$ cat config.mk
export PLATFORM = sky130hd
export DESIGN_NAME = instr_loader
export DESIGN_NICKNAME = d
export VERILOG_FILES = /design/src/rtl/instr_loader.sv
export SDC_FILE = /design/constraint.sdc
export NUM_CORES = 1
export LEC_CHECK = 0
export BUFFER_PORTS_ARGS = -buffer_cell sky130_fd_sc_hd__buf_2
export CORE_ASPECT_RATIO = 0.5
export CORE_MARGIN = 2
export CORE_UTILIZATION = 56
export CTS_CLUSTER_DIAMETER = 30
export DETAILED_ROUTE_END_ITERATION = 10
export GPL_TIMING_DRIVEN = 0
export HOLD_SLACK_MARGIN = 0.15
export PLACE_DENSITY_LB_ADDON = 0.3
export RECOVER_POWER = 25
export SETUP_SLACK_MARGIN = 0.02
export SLEW_MARGIN = 15
export SYNTH_ARGS = -nofsm -noshare
export SYNTH_HDL_FRONTEND = slang
export SYNTH_SLANG_ARGS = --single-unit
$ cat constraint.sdc
create_clock -name clk_i -period 3.8 [get_ports clk_i]
set_input_delay 0 -clock clk_i [delete_from_list [all_inputs] [get_ports clk_i]]
set_output_delay 0 -clock clk_i [all_outputs]
set_load 0.02 [all_outputs]
$ cat src/rtl/instr_loader.sv
// Byte-stream instruction loader: packs big-endian 32-bit words and writes them to instruction memory from address 0.
// Optional feature: define OPCODE_CHECK_EN to reject words whose opcode is neither R-type nor addi.
module instr_loader #(
    parameter int ADDR_W = 8
) (
    input  logic              clk_i,
    input  logic              rst_i,
    input  logic              start_i,
    input  logic [7:0]        byte_i,
    input  logic              byte_valid_i,
    output logic              byte_ready_o,
    output logic              mem_we_o,
    output logic [ADDR_W+1:0] mem_addr_o,
    output logic [31:0]       mem_data_o,
    output logic [ADDR_W:0]   word_cnt_o,
    output logic              busy_o,
    output logic              done_o,
    output logic              err_o
);

    typedef enum logic [1:0] {
        IDLE,
        LOAD,
        WRITE,
        DONE
    } state_t;

    localparam logic [31:0]     END_MARKER = 32'hFFFF_FFFF;
    localparam logic [ADDR_W:0] LAST_CNT   = {1'b0, {ADDR_W{1'b1}}};

    state_t              state_reg, state_next;
    logic [ADDR_W-1:0]   addr_reg, addr_next;
    logic [ADDR_W:0]     word_cnt_reg, word_cnt_next;
    logic [1:0]          byte_idx_reg, byte_idx_next;
    logic [31:0]         word_reg, word_next;
    logic                byte_accept;
    logic                is_marker;
    logic                last_word;
    logic                mem_we;

    assign byte_accept = (state_reg == LOAD) && byte_valid_i;
    assign is_marker   = (word_reg == END_MARKER);
    assign last_word   = (word_cnt_reg == LAST_CNT);

    // Each lane captures the incoming byte only when the byte index selects it (index 0 -> MSB).
    generate
        for (genvar gi = 0; gi < 4; gi++) begin : g_lane
            localparam int LO = 8 * (3 - gi);
            assign word_next[LO +: 8] = (byte_accept && (byte_idx_reg == 2'(gi)))
                                        ? byte_i : word_reg[LO +: 8];
        end
    endgenerate

`ifdef OPCODE_CHECK_EN
    logic err_reg, err_next;
    logic opcode_ok;

    assign opcode_ok = (word_reg[31:26] == 6'b000000) || (word_reg[31:26] == 6'b001000);
    assign err_o     = err_reg;
`else
    assign err_o     = 1'b0;
`endif

    always_ff @(posedge clk_i) begin
        if (!rst_i) begin
            state_reg    <= IDLE;
            addr_reg     <= '0;
            word_cnt_reg <= '0;
            byte_idx_reg <= '0;
            word_reg     <= '0;
`ifdef OPCODE_CHECK_EN
            err_reg      <= 1'b0;
`endif
        end else begin
            state_reg    <= state_next;
            addr_reg     <= addr_next;
            word_cnt_reg <= word_cnt_next;
            byte_idx_reg <= byte_idx_next;
            word_reg     <= word_next;
`ifdef OPCODE_CHECK_EN
            err_reg      <= err_next;
`endif
        end
    end

    always_comb begin
        state_next    = state_reg;
        addr_next     = addr_reg;
        word_cnt_next = word_cnt_reg;
        byte_idx_next = byte_idx_reg;
        mem_we        = 1'b0;
`ifdef OPCODE_CHECK_EN
        err_next      = err_reg;
`endif
        case (state_reg)
            IDLE, DONE: begin
                if (start_i) begin
                    state_next    = LOAD;
                    addr_next     = '0;
                    word_cnt_next = '0;
                    byte_idx_next = '0;
`ifdef OPCODE_CHECK_EN
                    err_next      = 1'b0;
`endif
                end
            end
            LOAD: begin
                if (byte_accept) begin
                    byte_idx_next = byte_idx_reg + 2'd1;
                    if (byte_idx_reg == 2'd3) begin
                        state_next = WRITE;
                    end
                end
            end
            WRITE: begin
                if (is_marker) begin
                    state_next = DONE;
`ifdef OPCODE_CHECK_EN
                end else if (!opcode_ok) begin
                    err_next   = 1'b1;
                    state_next = DONE;
`endif
                end else begin
                    mem_we        = 1'b1;
                    addr_next     = addr_reg + 1'b1;
                    word_cnt_next = word_cnt_reg + 1'b1;
                    // Filling the last slot ends the load; the address wraps back to 0.
                    state_next    = last_word ? DONE : LOAD;
                end
            end
            default: state_next = IDLE;
        endcase
    end

    assign byte_ready_o = (state_reg == LOAD);
    assign mem_we_o     = mem_we;
    assign mem_addr_o   = {addr_reg, 2'b00};
    assign mem_data_o   = word_reg;
    assign word_cnt_o   = word_cnt_reg;
    assign busy_o       = (state_reg == LOAD) || (state_reg == WRITE);
    assign done_o       = (state_reg == DONE);

endmodule

After elaboration in Yosys (flattened, before gate mapping)

Cells that the tools add are included.

Output and inout port bits: 56
Input port bits: 12
Register bits: 53

Equality and inequality tests: 12
$add $sub $neg: 3
Reductions and logical operators: 14
Multiplexer cells: 17

Operator list:

| cell                                                                    | count |
|---|---|
| 32-bit equality test, second input constant                             | 1 |
| 9-bit two-way mux                                                       | 2 |
| 9-bit one-hot mux with 2 select lines                                   | 1 |
| 8-bit two-way mux                                                       | 2 |
| 8-bit one-hot mux with 2 select lines                                   | 1 |
| 2-bit two-way mux                                                       | 7 |
| 9-bit by 1-bit adder with 9-bit output, second input constant           | 1 |
| 9-bit by 8-bit equality test with 1-bit output, second input constant   | 1 |
| 3-bit AND reduction                                                     | 3 |
| 8-bit by 1-bit adder with 8-bit output, second input constant           | 1 |
| 2-bit equality test, second input constant                              | 4 |
| 2-bit one-hot mux with 3 select lines                                   | 1 |
| 1-bit logical AND                                                       | 5 |
| 2-bit by 1-bit equality test with 1-bit output, second input constant   | 2 |
| 2-bit zero test                                                         | 2 |
| 2-bit by 1-bit inequality test with 1-bit output, second input constant | 2 |
| 2-bit inequality test, second input constant                            | 2 |
| 2-bit one-hot mux with 2 select lines                                   | 1 |
| 2-bit nonzero test                                                      | 2 |
| 2-bit by 1-bit adder with 2-bit output, second input constant           | 1 |
| 1-bit two-way mux                                                       | 2 |
| 2-bit OR reduction                                                      | 1 |
| 1-bit logical OR                                                        | 1 |

Longest topological paths before layout

Depth after elaboration: 4
Depth in mapped cells: 8
Depth with buffers taken out: 7

Worst setup path after synthesis

OpenSTA, ideal clock, no wires.

Path kind: register to register
From: reg state_reg[0]
To: reg word_cnt_reg[4], in the netlist word_cnt_o[4]
Clock period less this slack: 1.790 ns
Arrival: 1.663 ns
Path slack: 2.010 ns
Stages on the path, launching flop included: 8
Path through: dfxtp_1 -> inv_1 -> ha_1 -> clkbuf_2 -> mux2_2 -> nand4_1 -> a21oi_1 -> or3_1

Longest elaborated chain between the ends: 4
Elaborated cells between the ends (all ways): 9

RTL lines:

| what                                                                  | RTL line | RTL |
|---|---|---|
| start, declared                                                       | 31       | `state_t state_reg, state_next;` |
| start signal, assigned                                                | 75       | `state_reg <= state_next;` |
| 2-bit equality test or 2-bit zero test (tied branches)                | 95       | `case (state_reg)` |
| 2-bit OR reduction                                                    | 95       |  |
| 2-bit inequality test (no line) or 2-bit nonzero test (tied branches) | --       |  |
| 3-bit AND reduction (no line)                                         | --       |  |
| end signal, assigned                                                  | 77       | `word_cnt_reg <= word_cnt_next;` |
| end, declared                                                         | 33       | `logic [ADDR_W:0] word_cnt_reg, word_cnt_next;` |

Several ways; a longest one is shown, not always the timed one.
A chain may end at the register's enable or synchronous reset.

Worst setup path after layout

From: reg state_reg[0]
To: reg addr_reg[7]

Longest elaborated chain between the ends: 4
Elaborated cells between the ends (all ways): 9

RTL lines:

| what                                                                  | RTL line | RTL |
|---|---|---|
| 2-bit equality test or 2-bit zero test (tied branches)                | 95       |  |
| 2-bit OR reduction                                                    | 95       |  |
| 2-bit inequality test (no line) or 2-bit nonzero test (tied branches) | --       |  |
| 3-bit AND reduction (no line)                                         | --       |  |
| end signal, assigned                                                  | 76       | `addr_reg <= addr_next;` |
| end, declared                                                         | 32       | `logic [ADDR_W-1:0] addr_reg, addr_next;` |

Several ways; a longest one is shown, not always the timed one.

==> flow_metrics.env <==
export IMPL_vdd_ir_drop_max_mv=0.194
export IMPL_crit_path_max_incr_delay_ns=0.41
export IMPL_cpMaxStageDelayCell="dfxtp_1"
export IMPL_syn_inst=286
export IMPL_synth_top_flop_cell="dfxtp_1"
export IMPL_viasPerCell=5.80
export IMPL_pin_count=68
export IMPL_yosysWarnings=0
export IMPL_cp_start_kind="flip-flop"
export IMPL_nFillCells=371
export IMPL_first_iter_violations=157
export IMPL_swShare=0.268
export IMPL_crit_chain="inv_1 -> ha_1 -> clkbuf_2 -> nand3b_1 -> and2_0 -> clkbuf_1 -> nand2_1 -> mux2i_1"
export IMPL_fp_dieW_um=100
export IMPL_multi_input_comb_area_um2=1420
export IMPL_die_height_um=52.2
export IMPL_ys_seq_elements=53
export IMPL_clkTransAtPathRegs_ns=0.10
export IMPL_synth_avg_cell_area_um2=9.11
export IMPL_hpwl_um=4680
export IMPL_syn_cell_area_um2=2610
export IMPL_final_cell_mix="dfxtp_1, mux2i_1, buf_2"
export IMPL_power_internal_mw=0.813
export IMPL_power_leakage_nw=1.49
export IMPL_worst_pin_slew_ns=0.661
export IMPL_final_common_cell="dfxtp_1"
export IMPL_drc=0
export IMPL_grt_pass1_vias=2290
export IMPL_largest_reg_flops=32
export IMPL_drive_above_1_share=0.154
export IMPL_grt_max_degree=19
export IMPL_diodes=0
export IMPL_setup_viol=0
export IMPL_grt_total_usage=0.262
export IMPL_cts_root_buf="clkbuf_8"
export IMPL_dieArea_um2=5250
export IMPL_via_count=2469
export IMPL_rows=17
export IMPL_path_max_fanout=10
export IMPL_maxCapViolations=0
export IMPL_critical_path_class="flip-flop to flip-flop"
export IMPL_initial_core_util=0.586
export IMPL_finalCriticalPeriod_ns=2.07
export IMPL_postLayoutCoreUtil=0.717
export IMPL_antenna_found_initial=0
export IMPL_outcome="completed"
export IMPL_crit_arrival_ns=2.31
export IMPL_clk_latency_ns=0.32
export IMPL_cts_made_buffers=5
export IMPL_coreArea_um2=4450
export IMPL_cts_buffer_depth=2
export IMPL_rsz0062_at_grt="false"
export IMPL_relSlewSlack=0.548
export IMPL_antenna_left=0
export IMPL_skew_ns=0.00613
export IMPL_cp_required_ns=4.05
export IMPL_ff_latch_area_um2=1060
export IMPL_drt_total_wl_um=6470
export IMPL_async_flop_share=0
export IMPL_cp_end_kind="flip-flop"
export IMPL_p_seq_frac=0.516
export IMPL_min_path_type="input port to flip-flop"
export IMPL_power_density_nw_per_um2=348
export IMPL_drt_wirelength_per_cell_um=15.2
export IMPL_clock_sinks=53
export IMPL_fmaxAchievable_ghz=0.484
export IMPL_nets=391
export IMPL_grt_overflow_total=0
export IMPL_firstDrtPassIters=5
export IMPL_grt_pass1_wl_um=10600
export IMPL_post_route_period_util=0.544
export IMPL_synth_edf_count=0
export IMPL_gp_congestion=0.815
export IMPL_pwr_share_comb=0.117
export IMPL_cts_setup_buffers=0
export IMPL_htree_num_levels=2
export IMPL_ys_seq_area_frac=0.407
export IMPL_cts_tree="yes"
export IMPL_final_hold_viol_count=0
export IMPL_fin_tns_setup_ns=0
export IMPL_port_buffers=62
export IMPL_final_max_slew_viol_count=0
export IMPL_syn2layout_area_growth_pct=22.4
export IMPL_netSwitchingPower_mw=0.298
export IMPL_power_share_clock=0.367
export IMPL_ys_types=41
[metal layers]
layer  track usage  part of all wire
met1         0.328              0.44
met3        0.0600             0.082
met4         0.105             0.013
met5             0                 0
met2         0.447              0.47
[cell usage after synthesis, types with 2 or more instances]
cell type  number  area [um^2]
dfxtp_1        53         1060
mux2i_1        39          390
nor2_1         35          131
nand2_1        23         86.3
nand3_1        18         90.1
ha_1           11          138
nand4_1        11         68.8
inv_1          10         37.5
clkbuf_1        9         33.8
nand2b_1        7         43.8
o21ai_0         7         35.0
a211oi_1        6         45.0
nor3_1          5         25.0
o32ai_1         5         43.8
a21oi_1         4         20.0
a2111oi_0       3         26.3
and3_1          3         18.8
buf_4           3         22.5
nor2b_1         3         18.8
or4_1           3         22.5
a211o_1         2         17.5
a32oi_1         2         17.5
buf_2           2         10.0
buf_6           2         22.5
nand3b_1        2         15.0
nor4_4          2         42.5
o22ai_1         2         12.5
[path summary, 6_finish.rpt]
kind	startpoint	to	slack, ns	cells after the start
setup / recovery	state_reg[0]	addr_reg[7]	1.73	8
hold / removal	byte_valid_i	byte_idx_reg[0]	0.22	5
setup reg to reg	state_reg[0]	addr_reg[7]	1.73	8
hold reg to reg	word_cnt_o[0]	word_cnt_o[0]	0.50	1
[critical path, delay by kind of cell, from the launching register on]
| kind | cells | cell delay [ns] |
|---|---|---|
| buf+inv | 3 | 0.61 |
| mux | 1 | 0.15 |
| simple gates | 3 | 0.52 |
| flops | 1 | 0.41 |
| fa+ha+maj | 1 | 0.29 |
[logic make-up after synthesis]
kind of cell,share of synthesized area
AOI/OAI and AO/OA,0.104
adders and majority gates,0.0528
buffers and inverters,0.0504
DFF,0.407
muxes,0.154
other,0.00144
and+or+nand+nor,0.230
[cell type report]
type | instances | area share
inverters | 10 | 0.0118
clock inverters | 3 | 0.0149
flip-flops and latches | 53 | 0.333
clock buffers | 5 | 0.0216
multi-input cells | 208 | 0.446
plain buffers | 17 | 0.0294
repair buffers | 73 | 0.122
well taps | 57 | 0.0224
[repair_timing]
action,in CTS,in global routing
hold endpoints to repair,34,0
hold buffers,11,0
resized for setup,0,0
[power by group through the flow]
stage          Combinational, mW  Clock (mW)  Sequential, mW
6_report                   0.130       0.408           0.573
5_1_grt                    0.142       0.430           0.575
4_1_cts                    0.130       0.412           0.573
3_5_place_dp               0.122           0           0.586
3_3_place_gp               0.119           0           0.585
2_1_floorplan             0.0786           0           0.592
[per-stage QoR]
step                      hold slack, ns  total power [mW]  area (um^2)  cells  worst slack, ns
after global routing               0.263              1.15         3190    426             1.51
final                              0.223              1.11         3190    426             1.73
after detailed placement           0.288             0.708         3000    407             1.78
after CTS                          0.207              1.11         3220    426             1.74
after floorplan                    0.144             0.671         2610    288             2.01
after global placement             0.282             0.704         3000    407             1.81
(Power assumes the default switching activity.)
